## src/rtl/mem_arb_pkg.sv

```systemverilog
// Shared types and defaults for the two-master memory arbiter.
//   state_e : arbiter FSM states (IDLE/BUSY/DONE)
//   port_e  : requester IDs, PORT_IF = fetch (port 1), PORT_MEM = data (port 2)
//   DEF_*   : default widths and tuning values
package mem_arb_pkg;

  typedef enum logic [1:0] {
    IDLE,
    BUSY,
    DONE
  } state_e;

  typedef enum logic {
    PORT_IF  = 1'b0,
    PORT_MEM = 1'b1
  } port_e;

  localparam int unsigned DEF_AW         = 64;
  localparam int unsigned DEF_DW         = 64;
  localparam int unsigned DEF_MAX_STREAK = 4;
  localparam int unsigned DEF_TIMEOUT    = 15;

endpackage

```

## src/rtl/mem_arb_wdog.sv

```systemverilog
// Slave-timeout watchdog for the memory arbiter.
//   clk, rst_n : clock, asynchronous active-low reset
//   clr        : restart the count from zero (has priority over en)
//   en         : count one waiting cycle
//   expired    : count has reached TIMEOUT (count saturates there)
module mem_arb_wdog #(
  parameter int unsigned TIMEOUT = 15
) (
  input  logic clk,
  input  logic rst_n,
  input  logic clr,
  input  logic en,
  output logic expired
);

  localparam int unsigned CW = $clog2(TIMEOUT + 1);

  logic [CW-1:0] count;

  assign expired = (count == CW'(TIMEOUT));

  always_ff @(posedge clk or negedge rst_n) begin
    if (!rst_n) begin
      count <= '0;
    end else if (clr) begin
      count <= '0;
    end else if (en && !expired) begin
      count <= count + 1'b1;
    end
  end

endmodule

```

## src/rtl/mem_arbiter.sv

```systemverilog
// Sequential two-master arbiter for the shared memory port.
// Port 1 is instruction fetch, port 2 is memory access. Port 2 has priority,
// but after MAX_STREAK consecutive port-2 grants while fetch waits, fetch wins.
//   CLK, RESET                : clock, asynchronous active-low reset
//   HTRANS_x/HADDR_x/HWRITE_x/HWDATA_x : requests, held until HREADY_x
//   HRDATA_x/HREADY_x/HERR_x  : registered response, one-cycle HREADY pulse
//   S_REQ/S_ADDR/S_WRITE/S_WDATA : registered slave request
//   S_RDATA/S_READY           : slave response
//   stall                     : combined pipeline stall (combinational)
module mem_arbiter
  import mem_arb_pkg::*;
#(
  parameter int unsigned AW         = DEF_AW,
  parameter int unsigned DW         = DEF_DW,
  parameter int unsigned MAX_STREAK = DEF_MAX_STREAK,
  parameter int unsigned TIMEOUT    = DEF_TIMEOUT
) (
  input  logic          CLK,
  input  logic          RESET,
  input  logic          HTRANS_1,
  input  logic [AW-1:0] HADDR_1,
  input  logic          HWRITE_1,
  input  logic [DW-1:0] HWDATA_1,
  output logic [DW-1:0] HRDATA_1,
  output logic          HREADY_1,
  output logic          HERR_1,
  input  logic          HTRANS_2,
  input  logic [AW-1:0] HADDR_2,
  input  logic          HWRITE_2,
  input  logic [DW-1:0] HWDATA_2,
  output logic [DW-1:0] HRDATA_2,
  output logic          HREADY_2,
  output logic          HERR_2,
  output logic          S_REQ,
  output logic [AW-1:0] S_ADDR,
  output logic          S_WRITE,
  output logic [DW-1:0] S_WDATA,
  input  logic [DW-1:0] S_RDATA,
  input  logic          S_READY,
  output logic          stall
);

  localparam int unsigned SW = (MAX_STREAK > 0) ? $clog2(MAX_STREAK + 1) : 1;

  state_e        state;
  port_e         owner;
  port_e         sel;
  logic [SW-1:0] streak;
  logic          any_req;
  logic          streak_full;
  logic          wd_clr;
  logic          wd_en;
  logic          wd_expired;

  assign any_req     = HTRANS_1 | HTRANS_2;
  assign streak_full = (streak == SW'(MAX_STREAK));
  assign stall       = (HTRANS_1 & ~HREADY_1) | (HTRANS_2 & ~HREADY_2);

  always_comb begin
    sel = PORT_IF;
    if (HTRANS_2 && !(HTRANS_1 && streak_full)) begin
      sel = PORT_MEM;
    end
  end

  assign wd_clr = (state == IDLE) && any_req;
  assign wd_en  = (state == BUSY) && !S_READY;

  mem_arb_wdog #(
    .TIMEOUT(TIMEOUT)
  ) u_wdog (
    .clk    (CLK),
    .rst_n  (RESET),
    .clr    (wd_clr),
    .en     (wd_en),
    .expired(wd_expired)
  );

  always_ff @(posedge CLK or negedge RESET) begin
    if (!RESET) begin
      state    <= IDLE;
      owner    <= PORT_IF;
      streak   <= '0;
      S_REQ    <= 1'b0;
      S_WRITE  <= 1'b0;
      S_ADDR   <= '0;
      S_WDATA  <= '0;
      HRDATA_1 <= '0;
      HRDATA_2 <= '0;
      HREADY_1 <= 1'b0;
      HREADY_2 <= 1'b0;
      HERR_1   <= 1'b0;
      HERR_2   <= 1'b0;
    end else begin
      // Completion flags are pulses: asserted only on the edge entering DONE.
      HREADY_1 <= 1'b0;
      HREADY_2 <= 1'b0;
      HERR_1   <= 1'b0;
      HERR_2   <= 1'b0;
      case (state)
        IDLE: begin
          if (any_req) begin
            owner <= sel;
            S_REQ <= 1'b1;
            state <= BUSY;
            if (sel == PORT_MEM) begin
              S_ADDR  <= HADDR_2;
              S_WRITE <= HWRITE_2;
              S_WDATA <= HWDATA_2;
              if (!HTRANS_1) begin
                streak <= '0;
              end else if (!streak_full) begin
                streak <= streak + 1'b1;
              end
            end else begin
              S_ADDR  <= HADDR_1;
              S_WRITE <= HWRITE_1;
              S_WDATA <= HWDATA_1;
              streak  <= '0;
            end
          end
        end
        BUSY: begin
          // S_READY is checked first so a response in the timeout cycle wins.
          if (S_READY) begin
            S_REQ <= 1'b0;
            state <= DONE;
            if (owner == PORT_MEM) begin
              HREADY_2 <= 1'b1;
              if (!S_WRITE) HRDATA_2 <= S_RDATA;
            end else begin
              HREADY_1 <= 1'b1;
              if (!S_WRITE) HRDATA_1 <= S_RDATA;
            end
          end else if (wd_expired) begin
            S_REQ <= 1'b0;
            state <= DONE;
            if (owner == PORT_MEM) begin
              HREADY_2 <= 1'b1;
              HERR_2   <= 1'b1;
            end else begin
              HREADY_1 <= 1'b1;
              HERR_1   <= 1'b1;
            end
          end
        end
        DONE: begin
          state <= IDLE;
        end
        default: begin
          state <= IDLE;
        end
      endcase
    end
  end

endmodule

```

## config.mk

```make
export PLATFORM = sky130hd
export DESIGN_NAME = mem_arbiter
export DESIGN_NICKNAME = d
export VERILOG_FILES = /design/src/rtl/mem_arb_pkg.sv /design/src/rtl/mem_arb_wdog.sv /design/src/rtl/mem_arbiter.sv
export SDC_FILE = /design/constraint.sdc
export NUM_CORES = 1
export LEC_CHECK = 0
export CORE_UTILIZATION = 23
export CTS_CLUSTER_DIAMETER = 60
export DETAILED_ROUTE_END_ITERATION = 8
export PLACE_DENSITY_LB_ADDON = 0.08
export SLEW_MARGIN = 20
export SYNTH_ARGS = -nofsm -noshare
export SYNTH_HDL_FRONTEND = slang
export SYNTH_SLANG_ARGS = --single-unit
```

## constraint.sdc

```tcl
create_clock -name CLK -period 1.7 [get_ports CLK]
set_clock_uncertainty 0.1 [all_clocks]
set_input_delay 0.34 -clock CLK [delete_from_list [all_inputs] [get_ports CLK]]
set_output_delay 0.34 -clock CLK [all_outputs]
set_load 0.02 [all_outputs]
```

==> summary.md, run 1 <==
| Metric | Value |
|---|---|
| Largest net degree at the start of global routing | 89 |
| Register area | 6810 sq um |
| RSZ-0062 raised after global routing | yes |
| Post-Syn Nets | 1,441 |
| Post-synthesis register bit count | 272 |
| GPL Wtd Cong | 0.789 |
| Antenna viol nets, final | 0 |
| CP startpoint kind | flip-flop |
| Initial Util | 23.5% |
| First-pass GRT wire length | 86,700 microns |
| Worst-path clk slew | 0.06 ns |
| Crit path DAT | 2.06 ns |
| Routed vias | 12.6k |
| Mean Syn Cell Area | 11.2 sq um |
| GR Overflow Total | 0 |
| LEAKAGE | 9.34 nW |
| DRT Wirelength | 61,900 microns |
| Power density cells | 1850 nW/um^2 |
| Crit path kind | flip-flop to flip-flop |
| Min Clock Period, post-route | 1.74 ns |
| Worst path max stage delay | 0.40 ns |
| DP Cell Count | 2,345 |
| Worst-Skew Late Latency | 0.55 ns |
| Multi-input logic area | 5450 sq um |
| Routed WL per cell | 25.1 microns |
| Vias in the first global route | 13.0k |
| Warnings from Yosys | 0 |
| Failing checks | setup timing |
| DRC Markers | 0 |
| Initial antenna violation count | 9 |
| Clk buf depth | 3 |
| Htree depth | 2 |
| EDFF count, synth | 0 |
| Worst Hold Slack | 0.159 ns |
| Sink Count | 272 |
| Final setup violation count | 68 |
| Commonest non-fill, non-tap cell in the layout | clkdlybuf4s50_1 |
| Primary FF master, synth | dfrtp_1 |
| Max-capacitance violation count | 0 |
| IO Pins | 590 |
| Rel. slew slack | 62.1% |
| DP HPWL | 41,000 microns |
| Worst Setup End Kind | flip-flop |
| Clock root buffer | clkbuf_16 |
| Vias per inst | 5.09 |
| Critical path, cell by cell | buf_4 > or2_4 > buf_12 > o21ai_0 > nand3_1 |
| Sequential share of the synthesized area | 54.7% |
| Fill count | 5,077 |
| Area Overhead vs Synth | 80.8% |
| FFs w/ async S/R, synth | 100% |
| Setup TNS | -1.25 ns |
| Hold Path Class | input port to async pin |
| Status | finished with violations |
| Core area | 53,000 sq um |
| Layout Cells excl Fill | 2,465 |
| Commonest cells after routing, fill and taps aside | 323 x clkdlybuf4s50_1, 272 x dfrtp_1, 168 x clkdlybuf4s15_2 |
| Die ar. | 55,100 sq um |
| WP data required | 2.02 ns |
| Synth unique cells | 36 |
| Die span in x | 235 microns |
| Row cnt | 84 |
| TritonCTS clock tree | yes |
| 1st-iter DRT viols | 698 |
| Maximum vdd drop | 694 uV |
| Gr usage total | 20.7% |
| Worst slew pin tran | 0.568 ns |
| Crit Path Max Fanout | 88 |
| Synth Instances | 1,111 |
| Mapped Area | 12,500 sq um |
| Fin. max-slew vios | 0 |
| Ratio of cells with drive above 1 in the final layout | 35.1% |
| Die H | 235 microns |
| Hold Violations, Final | 0 |
| CTS Buf Count | 42 |
| R2R cell count | 5 |
| Final worst-path cycle share | 103% |
| CP max stage cell | dfrtp_1 |
| First-pass DRT Iterations | 5 |
| Max Freq | 0.573 GHz |
| Final WS setup | -0.0441 ns |
| NumNets Final | 2,072 |
| I/O Buffers | 589 |
[metal layers]
metal | vias up | global-route usage (%) | part of all wire [%]
met5 | - | 0 | 0.089
met4 | 8 | 6.82 | 2.6
met3 | 88 | 7.60 | 8.2
met2 | 492 | 34.0 | 48
met1 | 6330 | 24.9 | 41
li1 | 5641 | - | -
[through the flow]
step                      setup WS (ns)  utilization (%)  area, sq um  total power [W]
final                           -0.0441             42.5        22500           0.0416
after global routing            -0.0885             42.5        22500           0.0438
after CTS                       -0.0591             40.9        21700           0.0405
after detailed placement         -0.345             37.7        20000           0.0322
after global placement           -0.342             37.7        20000           0.0321
after floorplan                 0.00532                -        12500           0.0209
[state kept, by name, summed over array words and instances (netlist names)]
register      flops
u_wdog.count      4
HERR_2            1
HERR_1            1
owner             1
S_WDATA          64
HRDATA_1         64
HRDATA_2         64
S_REQ             1
HREADY_1          1
S_ADDR           64
state             2
streak            3
S_WRITE           1
HREADY_2          1
[cell type report]
type,instances,area share (%)
flip-flops and latches,272,30.2
repair buffers,731,35.2
well taps,688,3.82
diodes,5,0.0556
clock inverters,16,0.945
inverters,5,0.0945
multi-input cells,690,24.2
clock buffers,58,5.43
[repair_timing]
item,4_1_cts,5_1_grt
buffers inserted,2,15
pin swaps,1,105
resized for setup,773,166
hold buffers,1,0
endpoints found under the setup margin,336,251
gates cloned,1,25
hold endpoints to repair,251,0
[path summary, 6_finish.rpt]
path | start | endpoint | slack (ns)
max | state[1] | S_WDATA[40] | -0.04
min | RESET | HRDATA_1[48] | 0.16
max reg2reg | state[1] | S_WDATA[40] | -0.04
min reg2reg | u_wdog.count[3] | u_wdog.count[3] | 0.39
max in group asynchronous | RESET | S_ADDR[38] | 0.62
min in group CLK | HADDR_2[31] | S_ADDR[31] | 0.26
[critical path, delay by kind of cell (launching register included)]
kind            cells  cell delay, ns
buf+inv             2            0.36
simple gates        2            0.37
flops               1            0.40
compound gates      1            0.24
[cells in the mapped netlist, drive strengths merged (4+ instances only)]
library cell / count / share of area, %
nand3: 133 / 5.3
nor3: 4 / 0.16
nand4: 129 / 6.5
dfrtp: 272 / 55
inv: 5 / 0.15
mux2: 129 / 12
clkbuf: 105 / 3.2
buf: 40 / 1.9
o21ai: 132 / 5.3
o2111ai: 129 / 9.1
[kinds of logic after synthesis]
group	Yosys count	synth area share, %
AOI/OAI and AO/OA	270	15.0
adders and majority gates	3	0.302
buffers and inverters	150	5.19
DFF	272	54.7
muxes	132	11.9
and+or+nand+nor	284	13.0
[power by group]
part           switching (W)  total [W]  internal (W)
combinational         0.0115     0.0212       0.00972
clock                0.00334    0.00899       0.00564
sequential           0.00176     0.0114       0.00964
total                 0.0166     0.0416        0.0250
Power figures use the tool's default switching activity.
==> run 2, diff against run 1 <==
clock period = 1.46 ns   (was 1.7 ns; I/O delays follow)
==> summary.md, run 2 (same netlist as run 1, synthesis figures left out) <==
| Metric | Value |
|---|---|
| Routed WL per cell | 24.5 microns (-2.6%) |
| Placement Cell Area | 20,900 sq um (+4.8%) |
| CP max stage cell | dfrtp_1 |
| Vias per inst | 5.08 (-0.28%) |
| CP startpoint kind | flip-flop |
| Int Pwr | 0.0324 W (+29%) |
| TritonCTS clock tree | yes |
| Crit Path Max Fanout | 8 (-91%) |
| Ratio of cells with drive above 1 in the final layout | 41.5% (+6.4 points) |
| Clock root buffer | clkbuf_16 |
| Core area | 53,000 sq um (unchanged) |
| Worst Hold Slack | 0.0640 ns (-0.0950 ns) |
| Worst-Skew Late Latency | 0.55 ns (about the same) |
| NumNets Final | 2,084 (+0.58%) |
| Commonest non-fill, non-tap cell in the layout | clkdlybuf4s50_1 |
| Sink Count | 272 (unchanged) |
| 1st-iter DRT viols | 630 (-9.7%) |
| Routed vias | 12.6k (+0.33%) |
| Final setup violation count | 484 (+610%) |
| Clk buf depth | 3 (unchanged) |
| GPL Wtd Cong | 0.787 (-0.30%) |
| Maximum vdd drop | 945 uV (+36%) |
| Sw Share | 39.1% (-0.83 points) |
| DRC Markers | 0 (unchanged) |
| Fill count | 5,000 (-1.5%) |
| Rel. slew slack | 69.0% (+6.9 points) |
| CTS Buf Count | 41 (-2.4%) |
| Flop pwr share | 26.4% (-1.0 points) |
| Htree depth | 2 (unchanged) |
| Setup TNS | -50.21 ns (-48.96 ns) |
| Critical path, cell by cell | nor2b_4 > and4bb_4 > buf_6 > clkbuf_16 > mux2_2 |
| Die H | 235 microns (unchanged) |
| Vias in the first global route | 13.1k (+1.3%) |
| LEAKAGE | 9.88 nW (+5.8%) |
| DP Cell Count | 2,358 (+0.55%) |
| GR Overflow Total | 0 (unchanged) |
| Net switching power | 0.0208 W (+25%) |
| Row cnt | 84 (unchanged) |
| Max-capacitance violation count | 0 (unchanged) |
| DP HPWL | 40,500 microns (-1.0%) |
| Final worst-path cycle share | 115% (+13 points) |
| First-pass DRT Iterations | 5 (unchanged) |
| Flop-to-flop setup slack | -0.23 ns (-0.18 ns) |
| Gr usage total | 20.9% (+0.23 points) |
| Hold Path Class | input port to async pin |
| Hold Violations, Final | 0 (unchanged) |
| Layout Cells excl Fill | 2,480 (+0.61%) |
| Crit path kind | flip-flop to flip-flop |
| Combinational power share | 54.4% (+3.4 points) |
| R2R Path Start | state[1] |
| Status | finished with violations |
| Critical Path Stages | 5 (unchanged) |
| WP data required | 1.79 ns (-0.23 ns) |
| R2R cell count | 5 (unchanged) |
| Finished Cell Area | 23,700 sq um (+5.1%) |
| R2R Path End | HRDATA_1[9] |
| Final WS setup | -0.226 ns (-0.182 ns) |
| Commonest cells after routing, fill and taps aside | 323 x clkdlybuf4s50_1, 270 x dfrtp_1, 264 x buf_6 |
| Worst slew pin tran | 0.465 ns (-0.103 ns) |
| Initial Util | 23.5% (unchanged) |
| Antenna viol nets, final | 0 (unchanged) |
| Area Overhead vs Synth | 90.0% |
| Worst Setup End Kind | flip-flop |
| Worst-path clk slew | 0.06 ns (about the same) |
| Power density cells | 2250 nW/um^2 (+22%) |
| Fin. max-slew vios | 0 (unchanged) |
| Min Clock Period, post-route | 1.69 ns (-0.0579 ns) |
| Die span in x | 235 microns (unchanged) |
| Crit path DAT | 2.01 ns (-0.05 ns) |
| RSZ-0062 raised after global routing | yes |
| I/O Buffers | 589 (unchanged) |
| Initial antenna violation count | 11 (+2) |
| Crit-path leading delay family | simple AND/OR/NAND/NOR gates |
| Power share of the clock group | 19.3% (-2.3 points) |
| Worst path max stage delay | 0.41 ns (about the same) |
| DRT Wirelength | 60,600 microns (-2.0%) |
| Largest net degree at the start of global routing | 82 (-7.9%) |
| Pre-CTS setup slack | -0.489 ns (-0.144 ns) |
| Critical path buffers and inverters | 2 (unchanged) |
| Failing checks | setup timing |
| Die ar. | 55,100 sq um (unchanged) |
| First-pass GRT wire length | 88,700 microns (+2.2%) |
| IO Pins | 590 (unchanged) |
| Max Freq | 0.593 GHz (+3.4%) |
-- run 2: cell type report --
cell class	instances	area [sq um]	area share, %
Antenna cell	7	17.5	0.0741
Clock buffer	54	1170	4.93
Clock inverter	20	228	0.963
Inverter	5	23.8	0.100
Multi-Input combinational cell	689	5940	25.1
Sequential cell	272	6810	28.8
Tap cell	688	861	3.64
Timing Repair Buffer	745	8610	36.4
-- run 2: how the worst max path moves through the flow --
stage,startpoint,to
after floorplan,state[1],HRDATA_1[10]
after global placement,S_READY,u_wdog.count[0]
after detailed placement,S_READY,HRDATA_1[11]
after CTS,HREADY_1,stall
after global routing,state[1],HRDATA_1[28]
final,state[1],HRDATA_1[9]
-- run 2: metrics by stage --
stage          total power [W]  util (%)
3_3_place_gp            0.0385      39.5
3_5_place_dp            0.0387      39.5
6_report                0.0531      44.7
4_1_cts                 0.0523      43.8
2_1_floorplan           0.0256         -
5_1_grt                 0.0558      44.6
-- run 2: repair_timing --
action	in CTS	in global routing
endpoints found under the hold margin	272	0
hold buffers	1	0
pin swaps	39	37
setup endpoints to repair	531	533
setup buffers	21	1
gates resized for setup	1605	54
cloned	5	14
-- run 2: metal layers --
layer,up-vias,track usage (%),wire length [microns]
li1,5672,-,-
met1,6376,25.4,24900
met2,464,34.8,29700
met3,82,7.60,4970
met4,6,5.38,1040
met5,-,0,45
-- run 2: power groups by stage --
stage               sequential, W  clock, W  combinational, W
floorplan                  0.0174         0           0.00821
global placement           0.0133         0            0.0252
detailed placement         0.0134         0            0.0253
CTS                        0.0140    0.0106            0.0277
global route               0.0145    0.0109            0.0305
finish                     0.0140    0.0102            0.0289
==> variant 1: new RTL, settings of run 1 <==
Reset style: synchronous (`RESET` and `rst_n`), changed in 2 clocked blocks. Comments in the files are not updated.
--- a/src/rtl/mem_arb_wdog.sv
+++ b/src/rtl/mem_arb_wdog.sv
@@ -19,7 +19,7 @@
 
   assign expired = (count == CW'(TIMEOUT));
 
-  always_ff @(posedge clk or negedge rst_n) begin
+  always_ff @(posedge clk) begin
     if (!rst_n) begin
       count <= '0;
     end else if (clr) begin
--- a/src/rtl/mem_arbiter.sv
+++ b/src/rtl/mem_arbiter.sv
@@ -76,7 +76,7 @@
     .expired(wd_expired)
   );
 
-  always_ff @(posedge CLK or negedge RESET) begin
+  always_ff @(posedge CLK) begin
     if (!RESET) begin
       state    <= IDLE;
       owner    <= PORT_IF;
Check against the original RTL: differs if RESET is asserted again (counterexample within 4 cycles, from zero or initial values and one cycle with RESET low); with RESET held inactive, the same outputs for 4 cycles.
==> variant 1 against run 1 <==
- non-clock buffer count decreased by 60
- routed wire length is 9.7% lower
- sequential cell count unchanged
- area after synthesis down 7.2%
- cell count is 7.3% higher
- utilization fell by 2.0 points
- sequential share of layout area decreased by 2.9 points
- setup slack improved by 0.079 ns
- design area down 11%
- register-to-register slack improved by 0.12 ns
Power is not compared: it rests on default switching activity, and its combinational part moved more than twofold at a synthesized area within 25%.
==> variant 1: results (changes against run 1) <==
| Metric | Reported | Unit | Delta |
| --- | --- | --- | --- |
| Result of the run | completed | - |  |
| Post-synth cell types | 37 | - | +2.8% |
| Arrival @ worst endpoint | 1.22 | ns | -0.84 ns |
| Hold_buf cts | 0 | - | -1 |
| Via count of the first global-routing pass | 12800 | - | -1.1% |
| Dominant cells by area after synthesis | sky130_fd_sc_hd__dfxtp_1 47%, sky130_fd_sc_hd__nand3_1 11%, sky130_fd_sc_hd__o221ai_1 9.8% | - |  |
| Maximum number of pins on one net before global-route repair | 111 | - | +25% |
| Share of layout cells above drive strength 1 | 14.2 | % | -21 points |
| Wire length of the first global-routing pass | 80.6 | mm | -7.1% |
| Critical register-to-register path startpoint | state[1] | - |  |
| Number of clock buffers inserted by TritonCTS | 39 | - | -7.1% |
| Mean routed wirelength per cell | 21.1 | µm | -16% |
| Count of fill cells added during filler insertion | 5021 | - | -1.1% |
| Post-CTS setup-driven buffer insertion count | 0 | - | -2 |
| Relative slew slack | 65.8 | % | +3.7 points |
| Largest fanout on the critical path | 2 | - | -98% |
| Wire length on met3 | 4.20 | mm | -18% |
| Crit path capture | S_ADDR[13] | - |  |
| First drt pass iteration count | 4 | - | -1 |
| Post-synthesis mux area share | 0 | % | -12 points |
| Starting density of the core | 23.5 | % | -0.048 points |
| Startpoint of the worst setup timing path | S_ADDR[13] | - |  |
| Placer congestion estimate | 0.824 | - | +4.4% |
| Commonest cells in the netlist | 272 x sky130_fd_sc_hd__dfxtp_1, 259 x sky130_fd_sc_hd__nand3_1, 136 x sky130_fd_sc_hd__inv_1 | - |  |
| Top FF cell, synth | sky130_fd_sc_hd__dfxtp_1 | - |  |
| Routed metal-1 wirelength | 22.4 | mm | -11% |
| Via density per instance | 4.94 | - | -3.1% |
| Crit Reg-Reg Endpoint | S_ADDR[30] | - |  |
| Fin nets | 2275 | - | +9.8% |
| Hold crit path type | input pin to flop | - |  |
| Detailed placer's ending HPWL | 37.9 | mm | -7.4% |
| Adder-cell share of the synthesized area | 0.325 | % | +0.023 points |
| Worst hold-check slack | 0.153 | ns | -0.00590 ns |
| Global-route track usage on met1 | 24.3 | % | -0.61 points |
| Top cell family by delay on the critical path | buffers and inverters | - |  |
| Number of DRC markers in iteration 0 | 763 | - | +9.3% |
| Aggregate global-route resource usage | 20.4 | % | -0.21 points |
| Met2 routed wirelength | 27.8 | mm | -6.8% |
| Met3 routing resource usage after global routing | 5.66 | % | -1.9 points |
==> variant 1: cell count changes after synthesis, sizes merged, moves of 25 or more <==
cell / delta
dfrtp: -272
dfxtp: +272
a21oi: +132
inv: +132
mux2: -129
o2111ai: -129
o221ai: +129
nand3: +126
buf: +25
==> variant 1: final cells by class <==
cell class | count | area [µm²] | share of cell area (%)
Antenna cell | 10 | 25.0 | 0.126
Clock buffer | 56 | 1150 | 5.77
Clock inverter | 11 | 124 | 0.621
Inverter | 137 | 518 | 2.60
Multi-Input combinational cell | 824 | 4920 | 24.7
Sequential cell | 272 | 5450 | 27.4
Tap cell | 664 | 831 | 4.17
Timing Repair Buffer | 671 | 6910 | 34.7
==> variant 1: metrics by stage <==
step	cells	cell area (µm²)	setup slack [ns]
global route	2643	19900	-0.0306
finish	2645	19900	0.0352
floorplan	1406	11600	0.00359
global placement	2557	18600	-0.429
CTS	2624	19900	0.000142
detailed placement	2557	18600	-0.427
==> variant 2: new RTL, flow settings as in run 1 <==
Without the edit above. The package constant `DEF_DW` goes from 64 to 72.
--- a/src/rtl/mem_arb_pkg.sv
+++ b/src/rtl/mem_arb_pkg.sv
@@ -16,7 +16,7 @@
   } port_e;
 
   localparam int unsigned DEF_AW         = 64;
-  localparam int unsigned DEF_DW         = 64;
+  localparam int unsigned DEF_DW         = 72;
   localparam int unsigned DEF_MAX_STREAK = 4;
   localparam int unsigned DEF_TIMEOUT    = 15;
 
Interface: changed (6 resized); port bits go from 590 to 638. No check against the original RTL was run, so the function may have changed too.
==> variant 2 against run 1 <==
- sequential cell count grew 24
- count of clock-buffer cells in the layout is 4 higher
- highest routed layer unchanged
- power rose by 3.2%
- design area rose by 4.1%
- the run still ends with negative setup slack left
- routed wire length increased by 6.7%
- area after synthesis grew 8.1%
- setup slack worse by 0.010 ns
==> variant 2: results (changes against run 1) <==
| Metric | Reported | Unit | Delta |
| --- | --- | --- | --- |
| Worst slack, placed | -0.369 | ns | -0.0243 ns |
| Relative slew slack | 62.8 | % | +0.69 points |
| Failing checks | negative setup slack | - |  |
| Aggregate global-route resource usage | 21.2 | % | +0.57 points |
| Share of layout cells above drive strength 1 | 34.8 | % | -0.29 points |
| Setup_tns | -0.649 | ns | +0.598 ns |
| Detailed placer's ending HPWL | 46.9 | mm | +14% |
| Maximum number of pins on one net before global-route repair | 99 | - | +11% |
| Maximum VDD drop | 1020 | µV | +48% |
| Final WL | 66.0 | mm | +6.7% |
| Placed Instances | 2561 | - | +9.2% |
| Adder-cell share of the synthesized area | 0.279 | % | -0.022 points |
| Leak pwr | 9.76 | nW | +4.5% |
| Worst setup margin | -0.0545 | ns | -0.0104 ns |
| Commonest cells in the netlist | 296 x sky130_fd_sc_hd__dfrtp_1, 143 x sky130_fd_sc_hd__o21ai_0, 142 x sky130_fd_sc_hd__nand3_1 | - |  |
| Arrival @ worst endpoint | 2.10 | ns | +0.04 ns |
| Fin nets | 2215 | - | +6.9% |
| Dominant cells by area after synthesis | sky130_fd_sc_hd__dfrtp_1 55%, sky130_fd_sc_hd__mux2_2 10%, sky130_fd_sc_hd__o2111ai_1 8.9% | - |  |
| Synthesized Nets | 1550 | - | +7.6% |
| Fraction of the mapped netlist area in compound gates | 14.8 | % | -0.18 points |
| Wire length of the first global-routing pass | 95.1 | mm | +9.6% |
| Fraction of the yosys area taken by sequential cells | 55.1 | % | +0.39 points |
| Post-CTS setup-driven buffer insertion count | 11 | - | +9 |
| Crit path capture | S_ADDR[4] | - |  |
| Result of the run | complete, but fails checks | - |  |
| Worst hold-check slack | 0.0987 | ns | -0.0602 ns |
| Via count of the first global-routing pass | 14000 | - | +7.9% |
| Placer congestion estimate | 0.817 | - | +3.5% |
| Final setup violating endpoints | 40 | - | -41% |
| Post-synth cell types | 37 | - | +2.8% |
| Number of buffers added on ports | 637 | - | +8.1% |
| Post-synthesis average cell area | 11.2 | µm² | +0.38% |
| Routed via count | 13300 | - | +6.3% |
==> variant 2: metal layers <==
layer	part of all wire (%)	GRT usage, %	routed length [µm]	vias to the layer above
li1	-	-	-	6008
met1	40	25.2	26400	6691
met2	48	35.5	31900	525
met3	9.2	8.45	6080	99
met4	2.2	5.37	1430	26
met5	0.29	0	190	-
==> variant 2: layout make-up <==
cell class	instances	area, µm²	share of cell area, %
diodes	1	2.50	0.0107
clock buffers	62	1230	5.23
clock inverters	13	179	0.763
inverters	5	21.3	0.0908
multi-input cells	740	5770	24.6
flip-flops and latches	296	7410	31.6
well taps	765	957	4.08
repair buffers	777	7870	33.6
==> variant 2: report_power, final <==
part | internal (mW) | total (mW) | switching, mW | leakage, nW
sequential | 10.5 | 12.4 | 1.88 | 3.62
combinational | 9.49 | 21.7 | 12.2 | 5.45
clock | 5.47 | 8.89 | 3.42 | 0.685
total | 25.4 | 43.0 | 17.5 | 9.76
